File: src/rtl/cmd_asm_pkg.sv
// Shared types and constants for the SUMP/OLS command assembler.
package cmd_asm_pkg;

  typedef enum logic {
    IDLE    = 1'b0,
    COLLECT = 1'b1
  } cmd_asm_state_t;

  localparam int LONG_CMD_BIT = 7;
  localparam int ARG_BYTES    = 4;
  localparam int IDX_W        = $clog2(ARG_BYTES);

endpackage

File: src/rtl/cmd_asm_tmo.sv
// Inter-byte idle counter; expired pulses on the idle cycle that reaches TMO_CYC.
module cmd_asm_tmo #(
  parameter int TMO_CYC = 100_000
) (
  input  logic clk_i,
  input  logic rst_i,
  input  logic clr,
  input  logic en,
  output logic expired
);

  localparam int TMO_W = $clog2(TMO_CYC + 1);
  localparam logic [TMO_W-1:0] LIM = TMO_W'(TMO_CYC - 1);

  logic [TMO_W-1:0] cnt;

  // A byte in the same cycle (clr) always beats expiry.
  assign expired = en && !clr && (cnt == LIM);

  always_ff @(posedge clk_i) begin
    if (rst_i || clr || !en || expired) cnt <= '0;
    else                                cnt <= cnt + 1'b1;
  end

endmodule

File: src/rtl/cmd_asm.sv
// Assembles UART bytes into SUMP/OLS commands (short: 1 byte, long: opcode + 4 arg bytes LSB first).
// Inter-byte timeout is built only when CMD_ASM_TIMEOUT_EN is defined.
module cmd_asm
  import cmd_asm_pkg::*;
#(
  parameter int TMO_CYC = 100_000
) (
  input  logic        clk_i,
  input  logic        rst_i,
  input  logic        stb_i,
  input  logic [7:0]  dat_i,
  output logic        stb_o,
  output logic [7:0]  opc_o,
  output logic [31:0] cmd_o,
  output logic        busy_o,
  output logic        err_o
);

  localparam int TMO_W = $clog2(TMO_CYC + 1);

  cmd_asm_state_t   state, state_d;
  logic [IDX_W-1:0] idx;
  logic [7:0]       opc_q;
  logic [31:0]      arg_q, arg_nxt;
  logic             start, take_arg, last_arg, emit_short, emit_long, tmo_exp;

  assign last_arg = (idx == IDX_W'(ARG_BYTES - 1));

`ifdef CMD_ASM_TIMEOUT_EN
  cmd_asm_tmo #(.TMO_CYC(TMO_CYC)) u_tmo (
    .clk_i   (clk_i),
    .rst_i   (rst_i),
    .clr     (stb_i),
    .en      (state == COLLECT),
    .expired (tmo_exp)
  );
`else
  logic [TMO_W-1:0] unused_tmo_w;
  assign unused_tmo_w = '0;
  assign tmo_exp      = 1'b0;
`endif

  always_comb begin
    state_d    = state;
    start      = 1'b0;
    take_arg   = 1'b0;
    emit_short = 1'b0;
    emit_long  = 1'b0;
    // Argument including the byte arriving now, so the final byte lands in cmd_o directly.
    arg_nxt    = arg_q;
    arg_nxt[{idx, 3'b000} +: 8] = dat_i;
    case (state)
      IDLE: begin
        if (stb_i) begin
          if (dat_i[LONG_CMD_BIT]) begin
            start   = 1'b1;
            state_d = COLLECT;
          end else begin
            emit_short = 1'b1;
          end
        end
      end
      COLLECT: begin
        if (stb_i) begin
          take_arg = 1'b1;
          if (last_arg) begin
            emit_long = 1'b1;
            state_d   = IDLE;
          end
        end else if (tmo_exp) begin
          state_d = IDLE;
        end
      end
      default: state_d = IDLE;
    endcase
  end

  always_ff @(posedge clk_i) begin
    if (rst_i) begin
      state  <= IDLE;
      idx    <= '0;
      opc_q  <= '0;
      arg_q  <= '0;
      stb_o  <= 1'b0;
      opc_o  <= '0;
      cmd_o  <= '0;
      busy_o <= 1'b0;
      err_o  <= 1'b0;
    end else begin
      state  <= state_d;
      busy_o <= (state_d == COLLECT);
      stb_o  <= emit_short | emit_long;
      err_o  <= tmo_exp;
      if (start) begin
        opc_q <= dat_i;
        idx   <= '0;
        arg_q <= '0;
      end
      if (take_arg) begin
        arg_q <= arg_nxt;
        idx   <= last_arg ? '0 : idx + 1'b1;
      end
      if (tmo_exp) idx <= '0;
      if (emit_short) begin
        opc_o <= dat_i;
        cmd_o <= '0;
      end
      if (emit_long) begin
        opc_o <= opc_q;
        cmd_o <= arg_nxt;
      end
    end
  end

endmodule

File: config.mk
export PLATFORM = sky130hd
export DESIGN_NAME = cmd_asm
export DESIGN_NICKNAME = d
export VERILOG_FILES = /design/src/rtl/cmd_asm_pkg.sv /design/src/rtl/cmd_asm_tmo.sv /design/src/rtl/cmd_asm.sv
export SDC_FILE = /design/constraint.sdc
export NUM_CORES = 1
export LEC_CHECK = 0
export ABC_CLOCK_PERIOD_IN_PS = 5400
export CORE_UTILIZATION = 25
export DETAILED_ROUTE_END_ITERATION = 12
export MAX_ROUTING_LAYER = met4
export PLACE_DENSITY = 0.43
export SLEW_MARGIN = 20
export SYNTH_ARGS = -nofsm -noshare
export SYNTH_HDL_FRONTEND = slang
export SYNTH_HIERARCHICAL = 1
export SYNTH_SLANG_ARGS = --single-unit
File: constraint.sdc
create_clock -name clk_i -period 5.4 [get_ports clk_i]
set_input_delay 1.08 -clock clk_i [delete_from_list [all_inputs] [get_ports clk_i]]
set_output_delay 1.08 -clock clk_i [all_outputs]
set_load 0.01 [all_outputs]
* After elaboration in Yosys (flattened, before gate mapping)
Index checks and enable logic that the tools add are counted.
Word-level totals: bits in registers 84, input bits 11, word-level logic and storage cells 40
Cells by class: $add $sub $neg 2, equality and inequality tests 1, shifts and indexed selects 2, multiplexer cells 24, bitwise logic cells 2, reductions and logical operators 2
Operator list (number):
- two-way mux 32 bit | 4
- bitwise mux 32 bit | 1
- variable shift 8 x 7 -> 32 bit (first input constant) | 1
- indexed part select 8 x 7 -> 32 bit | 1
- two-way mux 8 bit | 2
- two-way mux 1 bit | 13
- negator 5 -> 7 bit | 1
- two-way mux 2 bit | 3
- nonzero test 2 bit | 2
- adder 2 x 1 -> 2 bit (second input constant) | 1
- equality test 2 bit (second input constant) | 1
- one-hot mux 1 bit (2 select lines) | 1
- NOT 1 bit | 1
- bitwise OR 1 bit | 1

* Depth between registers and ports, before layout
Gate-level depths: netlist of the first run.
word-level depth 5, depth in mapped cells 8, mapped depth without buffers 6

* Least setup slack after synthesis of the first run
No wires, ideal clock.
kind input port to flip-flop, start point input stb_i, end point register cmd_o[27], arrival 1897 ps, setup slack 3386 ps, cell stages on the path 5, cell sequence buf_2 -> o21ai_1 -> and2b_1 -> buf_2 -> a22o_1
Between the ends: longest elaborated chain between the ends 3, elaborated cells between the ends (all ways) 6
Ends and longest elaborated chain:
- from (decl) | line cmd_asm.sv:10 | input logic stb_i,
- two-way mux 1 bit (on tied branches) | line cmd_asm.sv:64, cmd_asm.sv:54
- two-way mux 1 bit | line cmd_asm.sv:52 | case (state)
- two-way mux 32 bit or nonzero test 2 bit (tied branches)
- to (signal assigned) | line cmd_asm.sv:110 | cmd_o <= arg_nxt;
- to (decl) | line cmd_asm.sv:14 | output logic [31:0] cmd_o,
Several ways; a longest one is shown, not always the timed one. A chain may end at the register's enable or synchronous reset.

* Worst setup path in the final report of the first run
start point input dat_i[7], end point register cmd_o[28]
Between the ends: longest elaborated chain between the ends 4, elaborated cells between the ends (all ways) 7
Ends and longest elaborated chain:
- from (decl) | line cmd_asm.sv:11 | input logic [7:0] dat_i,
- branches (longest 4 deep; another with indexed part select 8 x 7 -> 32 bit)
Several ways; the timed one is not identified.

==> results by group, run 1 <==
Power and ir drop
  – Leak Pwr: 1.44 nW
  – VDD IR max: 0.127 mV
  – Internal: 0.00101 W
  – Combinational share of power: 7.2%
  – Switching pwr: 0.000298 W
  – Clock Power Share: 48.7%
  – PD cells: 318 nW/um^2
  – Share of power burned in registers: 44.2%
  – Switching Share: 22.8%

Global routing
  – Initial antenna violation count: 0
  – Total track usage: 14.2%
  – First-pass GRT wire length: 13700 um
  – Largest net degree at the start of global routing: 25
  – GR Overflow Total: 0
  – Vias in the first global route: 2429

Critical path
  – R2R Setup Slk: 2.64 ns
  – CP max stage delay: 0.61 ns
  – Cells along the critical path: clkdlybuf4s50_1 -> buf_4 -> nor2_1 -> o21ai_1 -> and2b_1 -> buf_4 -> a22o_1
  – CP required: 5.67 ns
  – Reg-to-reg endpoint: cmd_o[28]
  – Crit start category: input port
  – Critical Path AT: 3.47 ns
  – Worst-path fanout max: 21
  – Setup CP Type: input port to flop
  – FF-to-FF Start: idx[0]
  – WP buf/inv: 3
  – CP max-delay cell: o21ai_1
  – R2R depth: 6
  – CP top delay family: buffers and inverters
  – Kind of end point of the critical path: flop
  – Most frequent CP cell: buf_4

Timing
  – Setup-failing EPs final: 0
  – Fin crit period: 3.20 ns
  – Period utilization: 59.3%
  – Post-route clock skew: 0.00533 ns
  – RSZ-0062 raised after global routing: no
  – Peak Freq: 312 MHz
  – Pins Over Slew Limit: 0
  – Hold violation count in the final report: 0
  – Slew headroom: 39.7%
  – Fin Setup TNS: 0 ns
  – Worst-Margin Slew: 0.902 ns

Floorplanning
  – Initial Util: 26.1%
  – Die H: 115 um
  – Core ar.: 12200 sq um
  – Die area: 13200 sq um
  – I/O pin cnt: 54
  – Site Rows: 40
  – Chip Width: 115 um

Clocking
  – TritonCTS clock tree: yes
  – Postcts setup bufs: 0
  – Root Buffer: clkbuf_16
  – Clk sinks: 76
  – Clock-pin slew on the worst setup and hold paths: 0.06 ns
  – Inserted Clock Buffers: 9
  – Clk Latency, worst-skew pair: 0.33 ns
  – H-tree depth: 3
  – Hold Buf Count CTS: 0
  – Post-cts repair resize count: 0
  – Clock Path Buffers: 2

Outcome
  – Outcome: finished, final reports clean

Drt
  – DRC errors left: 0
  – Post-DR vias/cell: 4.68
  – WL final: 8470 um
  – Via count: 2534
  – Post-DRT Antenna Nets: 0
  – Routed wire per std cell: 15.6 um
  – Starting DRC count in detailed routing: 123
  – DRT Pass-1 Iters: 4

Hold path
  – Hold wc startpoint: opc_q[1]
  – Hold Crit Depth: 2
  – Hold EP: opc_q[1]
  – Kind of path behind the tightest hold check: flop to flop

Synthesis
  – #FFs+latches synth: 76
  – Avg Cell Area, Syn: 9.56 sq um
  – Most used standard cell by instance count after synthesis: dfxtp_1
  – Cell count after synthesis: 333
  – Seq/Total Area, Yosys: 47.8%
  – Post-synth EDFFs: 0
  – Top FF cell, synth: dfxtp_1
  – Ys async rst share: 0%
  – Post-Syn Area: 3180 sq um
  – Post-synth top area cell: dfxtp_1
  – Distinct cells, synth: 41
  – Synth warnings: 6
  – Synth top area cells: dfxtp_1 (48%), o2bb2ai_1 (6.6%), a22oi_1 (5.0%)
  – Top cells by count, synth: dfxtp_1 (76), nor2_1 (34), a21oi_1 (28), o2bb2ai_1 (24), nor2b_1 (23)
  – Yosys top cell area share: 47.8%
  – Synth Net Count: 349

Placement
  – Placed inst area: 3800 sq um
  – Post-detail-place hpwl: 5510 um
  – Number of I/O port buffers: 52
  – GPL Wtd Cong: 0.720

Layout
  – # nets final: 385
  – Cell area after layout: 4110 sq um
  – Share of cells above drive strength 1: 8.29%
  – Area grow syn2layout: 29.2%
  – Inserted Diodes: 0

Run
  – Max_cap viols: 0
[routing by layer]
layer | part of all wire, % | track usage, %
met1 | 50 | 19.5
met2 | 46 | 21.0
met3 | 3.5 | 3.00
met4 | 1.2 | 3.90
met5 | 0 | -
[placed cells by master, fill, tap and decap left out, types with 3 or more instances in the layout]
cell type and count:
dfxtp_1 76, clkdlybuf4s50_1 52, nor2_1 34, a21oi_1 28, o2bb2ai_1 24, nor2b_1 23
a22oi_1 21, a22o_1 12, nand2_1 11, clkbuf_16 9, nand3_1 7, o21ai_0 6
nand2b_1 6, mux2i_1 5, ha_1 5, buf_4 5, inv_1 4, and2_1 4
and2b_1 3, nand3b_1 3, a32o_1 3, a31oi_1 3
[worst max-delay path by stage]
stage                     startpoint  cells past startpoint  slack (ns)   endpoint
final                       dat_i[7]                      7        2.20  cmd_o[28]
after CTS                   dat_i[7]                      7        2.18  cmd_o[10]
after detailed placement    dat_i[7]                      7        1.85  cmd_o[12]
after global placement      dat_i[7]                      7        1.87  cmd_o[29]
after floorplan                stb_i                      5        3.39  cmd_o[27]
after global routing        dat_i[7]                      7        1.99   cmd_o[4]
[kinds of logic (layout without fill, tap and decap cells)]
family | after synthesis | in the layout | synth area share [%]
fa+ha+maj | 5 | 5 | 1.96
compound gates | 107 | 107 | 24.2
flops | 76 | 76 | 47.8
mux | 5 | 5 | 1.57
simple gates | 103 | 103 | 18.9
buf+inv | 36 | 77 | 5.38
other cells | 1 | 1 | 0.118
[power by group through the flow]
| stage | Combinational (W) | Sequential (W) | Clock (W) |
|---|---|---|---|
| floorplan | 0.0000628 | 0.000587 | 0 |
| global placement | 0.0000944 | 0.000589 | 0 |
| detailed placement | 0.0000947 | 0.000589 | 0 |
| CTS | 0.0000949 | 0.000577 | 0.000655 |
| global route | 0.000103 | 0.000578 | 0.000682 |
| finish | 0.0000937 | 0.000577 | 0.000636 |
[flip-flops by register name (all words and copies together), names as in the netlist]
| signal | count |
|---|---|
| idx | 2 |
| cmd_o | 32 |
| opc_q | 8 |
| stb_o | 1 |
| state | 1 |
| arg_q | 24 |
| opc_o | 8 |
[final cells by class]
type | instances | area (sq um)
clock buffer | 10 | 229
clock inverter | 6 | 88.8
fill | 1279 | 8100
inverter | 4 | 15.0
multi-input combinational | 221 | 1490
sequential | 76 | 1520
tap | 168 | 210
timing repair buffer | 57 | 558
[worst min-delay path, delay by kind of cell, from the launching register on]
kind | cells | cell delay [ns]
flops | 1 | 0.30
compound gates | 1 | 0.05
simple gates | 1 | 0.05
[through the flow]
step | utilization (%) | cells | power (W) | hold slack, ns | worst slack, ns
finish | 33.7 | 542 | 0.00131 | 0.449 | 2.20
global route | 33.7 | 542 | 0.00136 | 0.478 | 1.99
CTS | 33.7 | 542 | 0.00133 | 0.452 | 2.18
detailed placement | 31.1 | 526 | 0.000684 | 0.444 | 1.85
global placement | 31.1 | 526 | 0.000684 | 0.438 | 1.87
floorplan | - | 333 | 0.000650 | 0.431 | 3.39
(Power assumes the default switching activity.)
==> inputs of run 2 (changes only) <==
- ABC_CLOCK_PERIOD_IN_PS: 5400 -> 2600
- PLACE_DENSITY: 0.43 -> 0.44
- clock period: 5.4 -> 2.6 ns (I/O delays scaled with it)
==> run 2 against run 1 <==
Worst setup slack worse by 1.9 ns; design area up 2.3%; sequential share of layout area down 0.85 points; cell count up 2.2%; first-iteration DRC count up 26%; clock power up 100%; wire length up 2.7%; largest cell class unchanged.
==> results by group, run 2 (synthesis results as in run 1) <==
Global routing
  – Vias in the first global route: 2384 (-1.9%)
  – Total track usage: 14.5% (+0.27 points)
  – Met2 Track Usage GR: 20.8% (-0.16 points)
  – First-pass GRT wire length: 13700 um (-0.20%)
  – GR peak layer: met2
  – Initial antenna violation count: 0 (unchanged)
  – Global routing usage on met3: 3.00% (unchanged)
  – Largest net degree at the start of global routing: 30 (+20%)
  – GR Overflow Total: 0 (unchanged)
  – Met1 Use GR: 19.5% (about the same)

Layout
  – Fin cells: 554 (+2.2%)
  – Area grow syn2layout: 32.2%
  – Inserted Diodes: 0 (unchanged)
  – Most frequent cells in the layout: dfxtp_1 (76), clkdlybuf4s50_1 (52), nor2_1 (34), a21oi_1 (28), o2bb2ai_1 (24)
  – Most common cell after layout, fill and taps aside: dfxtp_1
  – Fill count: 1288 (+0.70%)
  – Largest Register: cmd_o
  – Max reg flops: 32 (unchanged)
  – Biggest regs: cmd_o (32), arg_q (24)
  – # nets final: 398 (+3.4%)
  – Fin util: 34.5% (+0.79 points)
  – Share of cells above drive strength 1: 10.9% (+2.6 points)

Critical path
  – WP buf/inv: 1 (-2)
  – R2R Setup Slk: 0.27 ns (-2.37 ns)
  – Crit start category: flop
  – FF-to-FF Start: idx[0]
  – Reg-to-reg endpoint: arg_q[11]
  – CP top delay family: simple AND/OR/NAND/NOR gates
  – Setup CP Type: flop to flop
  – R2R depth: 6 (unchanged)
  – CP max-delay cell: dfxtp_1
  – CP max stage delay: 0.61 ns (about the same)
  – Critical Path AT: 2.60 ns (-0.87 ns)
  – Worst-path fanout max: 10 (-52%)
  – Kind of end point of the critical path: flop
  – Cells along the critical path: inv_1 -> ha_1 -> nand4b_1 -> nor3_2 -> a22oi_1 -> nor2_1
  – CP required: 2.86 ns (-2.81 ns)

Power and ir drop
  – Internal: 0.00209 W (+110%)
  – VDD IR max: 0.274 mV (+120%)
  – Switching Share: 22.4% (-0.40 points)
  – Leak Pwr: 1.50 nW (+4.6%)
  – Switching pwr: 0.000602 W (+100%)
  – Combinational share of power: 8.1% (+0.9 points)
  – Design Power: 0.00269 W (+110%)
  – PD cells: 639 nW/um^2 (+100%)
  – Share of power burned in registers: 44.4% (+0.2 points)
  – Clock Power Share: 47.5% (-1.2 points)

Drt
  – DRC errors left: 0 (unchanged)
  – Routed wire per std cell: 15.7 um (+0.51%)
  – Post-DRT Antenna Nets: 0 (unchanged)
  – Via count: 2546 (+0.47%)
  – Starting DRC count in detailed routing: 155 (+26%)
  – DRT Pass-1 Iters: 4 (unchanged)
  – Post-DR vias/cell: 4.60 (-1.7%)
  – WL final: 8700 um (+2.7%)

Clocking
  – H-tree depth: 3 (unchanged)
  – Post-cts repair resize count: 0 (unchanged)
  – Clock-pin slew on the worst setup and hold paths: 0.06 ns (about the same)
  – Postcts setup bufs: 0 (unchanged)
  – Inserted Clock Buffers: 9 (unchanged)
  – Hold Buf Count CTS: 0 (unchanged)
  – Clk sinks: 76 (unchanged)
  – Clock Path Buffers: 2 (unchanged)
  – Root Buffer: clkbuf_16
  – TritonCTS clock tree: yes
  – Clk Latency, worst-skew pair: 0.33 ns (about the same)

Floorplanning
  – I/O pin cnt: 54 (unchanged)
  – Initial Util: 26.1% (unchanged)
  – Die area: 13200 sq um (unchanged)
  – Chip Width: 115 um (unchanged)
  – Die H: 115 um (unchanged)
  – Core ar.: 12200 sq um (unchanged)
  – Site Rows: 40 (unchanged)

Timing
  – RSZ-0062 raised after global routing: no
  – Fin Setup TNS: 0 ns (unchanged)
  – Post-route clock skew: 0.00607 ns (+0.000737 ns)
  – Period utilization: 89.8%
  – Setup-failing EPs final: 0 (unchanged)
  – Peak Freq: 429 MHz
  – Hold violation count in the final report: 0 (unchanged)
  – Fin crit period: 2.33 ns
  – Worst-Margin Slew: 0.601 ns (-0.301 ns)
  – Pins Over Slew Limit: 0 (unchanged)
  – Slew headroom: 59.8% (+20 points)

Run
  – Max_cap viols: 0 (unchanged)

Placement
  – Dpl cells: 539 (+2.5%)
  – Post-detail-place hpwl: 5750 um (+4.4%)
  – Number of I/O port buffers: 52 (unchanged)
  – GPL Wtd Cong: 0.777 (+7.9%)

Hold path
  – Hold wc startpoint: opc_q[1]
  – Kind of path behind the tightest hold check: flop to flop
  – Hold EP: opc_q[1]
  – Hold Crit Depth: 2 (unchanged)

Outcome
  – Outcome: finished, final reports clean
==> run 2: power by group through the flow <==
stage	clock network (W)	registers [W]	logic (W)
detailed placement	0	0.00122	0.000220
global placement	0	0.00122	0.000219
floorplan	0	0.00122	0.000130
finish	0.00128	0.00119	0.000218
global route	0.00137	0.00120	0.000237
CTS	0.00131	0.00119	0.000221
==> run 2: metal layers <==
| metal | wire length [um] | part of all wire, % |
|---|---|---|
| met5 | 0 | 0 |
| met4 | 149 | 1.7 |
| met1 | 4390 | 50 |
| met2 | 3870 | 44 |
| met3 | 295 | 3.4 |
==> run 2: worst register-to-register path: stages (launching register included) <==
cell	delay, ns
dfxtp_1	0.61
inv_1	0.24
ha_1	0.57
nand4b_1	0.19
nor3_2	0.38
a22oi_1	0.16
nor2_1	0.12
==> run 2: cell type report <==
class	count	area (sq um)	area share, %
Clock buffer	14	274	6.51
Clock inverter	1	30.0	0.713
Sequential cell	76	1520	36.1
Timing Repair Buffer	70	668	15.9
Tap cell	168	210	4.99
Multi-Input combinational cell	221	1490	35.4
Inverter	4	15.0	0.357
==> run 2: how the worst max path moves through the flow <==
stage,startpoint,cells after the start,to
floorplan,idx[0],7,cmd_o[11]
global placement,idx[0],6,cmd_o[13]
detailed placement,idx[0],6,cmd_o[13]
CTS,idx[0],6,cmd_o[13]
global route,idx[0],6,arg_q[13]
finish,idx[0],6,arg_q[11]
==> run 2: metrics by stage <==
step / area, sq um / hold slack (ns) / setup slack (ns)
detailed placement: 3910 / 0.445 / 0.268
global placement: 3910 / 0.442 / 0.352
global route: 4210 / 0.464 / 0.0728
floorplan: 3180 / 0.431 / 0.767
CTS: 4210 / 0.453 / 0.251
finish: 4210 / 0.447 / 0.266
==> inputs of run 3 (changes only) <==
- ABC_CLOCK_PERIOD_IN_PS: 2600 -> 2900
- CAP_MARGIN: default -> 20
- PLACE_DENSITY: 0.44 -> 0.43
- clock period: 2.6 -> 2.9 ns (I/O delays scaled with it)
==> run 3 against run 2 <==
Non-clock buffer count down 8; via count decreased by 0.94%; clock power rose by 6%; total power down 2.6%; global-route usage is essentially flat; wire length decreased by 1.1%; register-to-register slack improved by 0.44 ns; sequential power decreased by 10%; critical path depth shrank 1; cell count decreased by 1.3%; largest cell class unchanged.
==> results by group, run 3 (synthesis results as in run 1) <==
Outcome
  – Outcome: finished, final reports clean

Floorplanning
  – Die H: 115 um (unchanged)
  – Initial Util: 26.1% (unchanged)
  – I/O pin cnt: 54 (unchanged)
  – Chip Width: 115 um (unchanged)
  – Die area: 13200 sq um (unchanged)
  – Site Rows: 40 (unchanged)
  – Core ar.: 12200 sq um (unchanged)

Power and ir drop
  – PD cells: 621 nW/um^2 (-2.8%)
  – Internal: 0.00206 W (-1.1%)
  – Switching Share: 21.1% (-1.3 points)
  – VDD IR max: 0.248 mV (-9.7%)
  – Combinational share of power: 7.1% (-1.0 points)
  – Share of power burned in registers: 40.8% (-3.6 points)
  – Switching pwr: 0.000554 W (-8.1%)
  – Clock Power Share: 52.0% (+4.5 points)
  – Leak Pwr: 1.50 nW (-0.26%)

Critical path
  – FF-to-FF Start: idx[0]
  – WP buf/inv: 1 (unchanged)
  – Cells along the critical path: clkdlybuf4s50_1 -> nand2_1 -> nor4_4 -> a22oi_1 -> nor2_1
  – Critical Path AT: 2.47 ns (-0.13 ns)
  – Crit start category: input port
  – Worst-path fanout max: 10 (unchanged)
  – CP top delay family: simple AND/OR/NAND/NOR gates
  – CP required: 3.16 ns (+0.30 ns)
  – Setup CP Type: input port to flop
  – CP max-delay cell: clkdlybuf4s50_1
  – R2R Setup Slk: 0.71 ns (+0.44 ns)
  – CP max stage delay: 0.72 ns (+0.11 ns)
  – Kind of end point of the critical path: flop
  – R2R depth: 6 (unchanged)
  – Reg-to-reg endpoint: arg_q[0]

Timing
  – Worst-Margin Slew: 0.637 ns (+0.0364 ns)
  – Setup-failing EPs final: 0 (unchanged)
  – Hold violation count in the final report: 0 (unchanged)
  – Period utilization: 76.0%
  – Fin crit period: 2.20 ns
  – RSZ-0062 raised after global routing: no
  – Fin Setup TNS: 0 ns (unchanged)
  – Pins Over Slew Limit: 0 (unchanged)
  – Slew headroom: 57.4% (-2.4 points)
  – Post-route clock skew: 0.00798 ns (+0.00191 ns)
  – Peak Freq: 454 MHz
  – Final WS setup: 0.696 ns (+0.430 ns)

Clocking
  – Clk Latency, worst-skew pair: 0.33 ns (about the same)
  – H-tree depth: 3 (unchanged)
  – Root Buffer: clkbuf_16
  – Inserted Clock Buffers: 9 (unchanged)
  – TritonCTS clock tree: yes
  – Post-cts repair resize count: 0 (unchanged)
  – Clock-pin slew on the worst setup and hold paths: 0.06 ns (about the same)
  – Postcts setup bufs: 0 (unchanged)
  – Clock Path Buffers: 2 (unchanged)
  – Clk sinks: 76 (unchanged)
  – Hold Buf Count CTS: 0 (unchanged)

Global routing
  – Total track usage: 14.5% (about the same)
  – Largest net degree at the start of global routing: 41 (+37%)
  – First-pass GRT wire length: 13900 um (+1.5%)
  – GR Overflow Total: 0 (unchanged)
  – Initial antenna violation count: 0 (unchanged)
  – Vias in the first global route: 2519 (+5.7%)

Placement
  – GPL Wtd Cong: 0.745 (-4.1%)
  – Number of I/O port buffers: 52 (unchanged)
  – Placed inst area: 3850 sq um (-1.5%)
  – Dpl cells: 531 (-1.5%)
  – Post-detail-place hpwl: 5550 um (-3.5%)
  – Worst slack, placed: 0.380 ns (+0.112 ns)

Layout
  – Share of cells above drive strength 1: 9.76% (-1.1 points)
  – Fill count: 1281 (-0.54%)
  – Largest Register: cmd_o
  – Area grow syn2layout: 32.4%
  – Cell area after layout: 4220 sq um (+0.15%)
  – Fin util: 34.5% (+0.051 points)
  – Biggest regs: cmd_o (32), arg_q (24)
  – # nets final: 390 (-2.0%)
  – Most common cell after layout, fill and taps aside: dfxtp_1
  – Max reg flops: 32 (unchanged)
  – Most frequent cells in the layout: dfxtp_1 (76), clkdlybuf4s50_1 (52), nor2_1 (34), a21oi_1 (28), o2bb2ai_1 (24)
  – Inserted Diodes: 0 (unchanged)
  – Fin cells: 547 (-1.3%)

Run
  – Max_cap viols: 0 (unchanged)

Hold path
  – Hold EP: opc_q[0]
  – Hold Crit Depth: 2 (unchanged)
  – Hold wc startpoint: opc_q[0]
  – Kind of path behind the tightest hold check: flop to flop

Drt
  – Post-DR vias/cell: 4.61 (+0.32%)
  – DRT Pass-1 Iters: 4 (unchanged)
  – Post-DRT Antenna Nets: 0 (unchanged)
  – Routed wire per std cell: 15.7 um (+0.12%)
  – WL final: 8600 um (-1.1%)
  – Starting DRC count in detailed routing: 137 (-12%)
  – Via count: 2522 (-0.94%)
  – DRC errors left: 0 (unchanged)
-- run 3: cell count changes in the layout (fill, tap and decap cells not counted) --
cell	before	now
clkbuf_1	2	0
buf_4	17	9
clkbuf_8	3	4
bufinv_16	1	3
-- run 3: final cells by class --
class	count	area, sq um	area share, %
Clock inverter	3	90.1	2.14
Clock buffer	13	280	6.65
Multi-Input combinational cell	221	1490	35.4
Timing Repair Buffer	62	608	14.4
Sequential cell	76	1520	36.1
Inverter	4	15.0	0.356
Tap cell	168	210	4.99
-- run 3: worst max path at each step --
stage / start / endpoint / cells past startpoint
global route: idx[0] / arg_q[0] / 6
global placement: stb_i / arg_q[17] / 5
CTS: idx[0] / arg_q[0] / 6
detailed placement: stb_i / arg_q[19] / 5
finish: stb_i / arg_q[16] / 5
floorplan: idx[0] / cmd_o[11] / 7
-- run 3: power groups by stage --
stage	combinational [W]	sequential, W	clock, W
2_1_floorplan	0.000117	0.00109	0
3_3_place_gp	0.000188	0.00109	0
3_5_place_dp	0.000189	0.00109	0
4_1_cts	0.000189	0.00107	0.00139
5_1_grt	0.000206	0.00107	0.00144
6_report	0.000187	0.00107	0.00136
-- run 3: through the flow --
step                power (W)  hold slack (ns)
floorplan             0.00121            0.431
global placement      0.00128            0.449
detailed placement    0.00128            0.444
CTS                   0.00265            0.451
global route          0.00271            0.478
finish                0.00262            0.453
-- run 3: tightest hold or removal path: cells and delay by family (launching register included) --
family           cells  cell delay [ns]
flip-flops           1             0.30
AO/OA/AOI/OAI        1             0.05
AND/OR/NAND/NOR      1             0.05
-- run 3: metal layers --
metal,routed length [um],vias to the layer above,track usage [%]
met5,0,-,-
met4,87,0,4.42
met3,231,7,3.37
met2,3790,43,21.4
met1,4490,1195,19.5
li1,-,1277,-
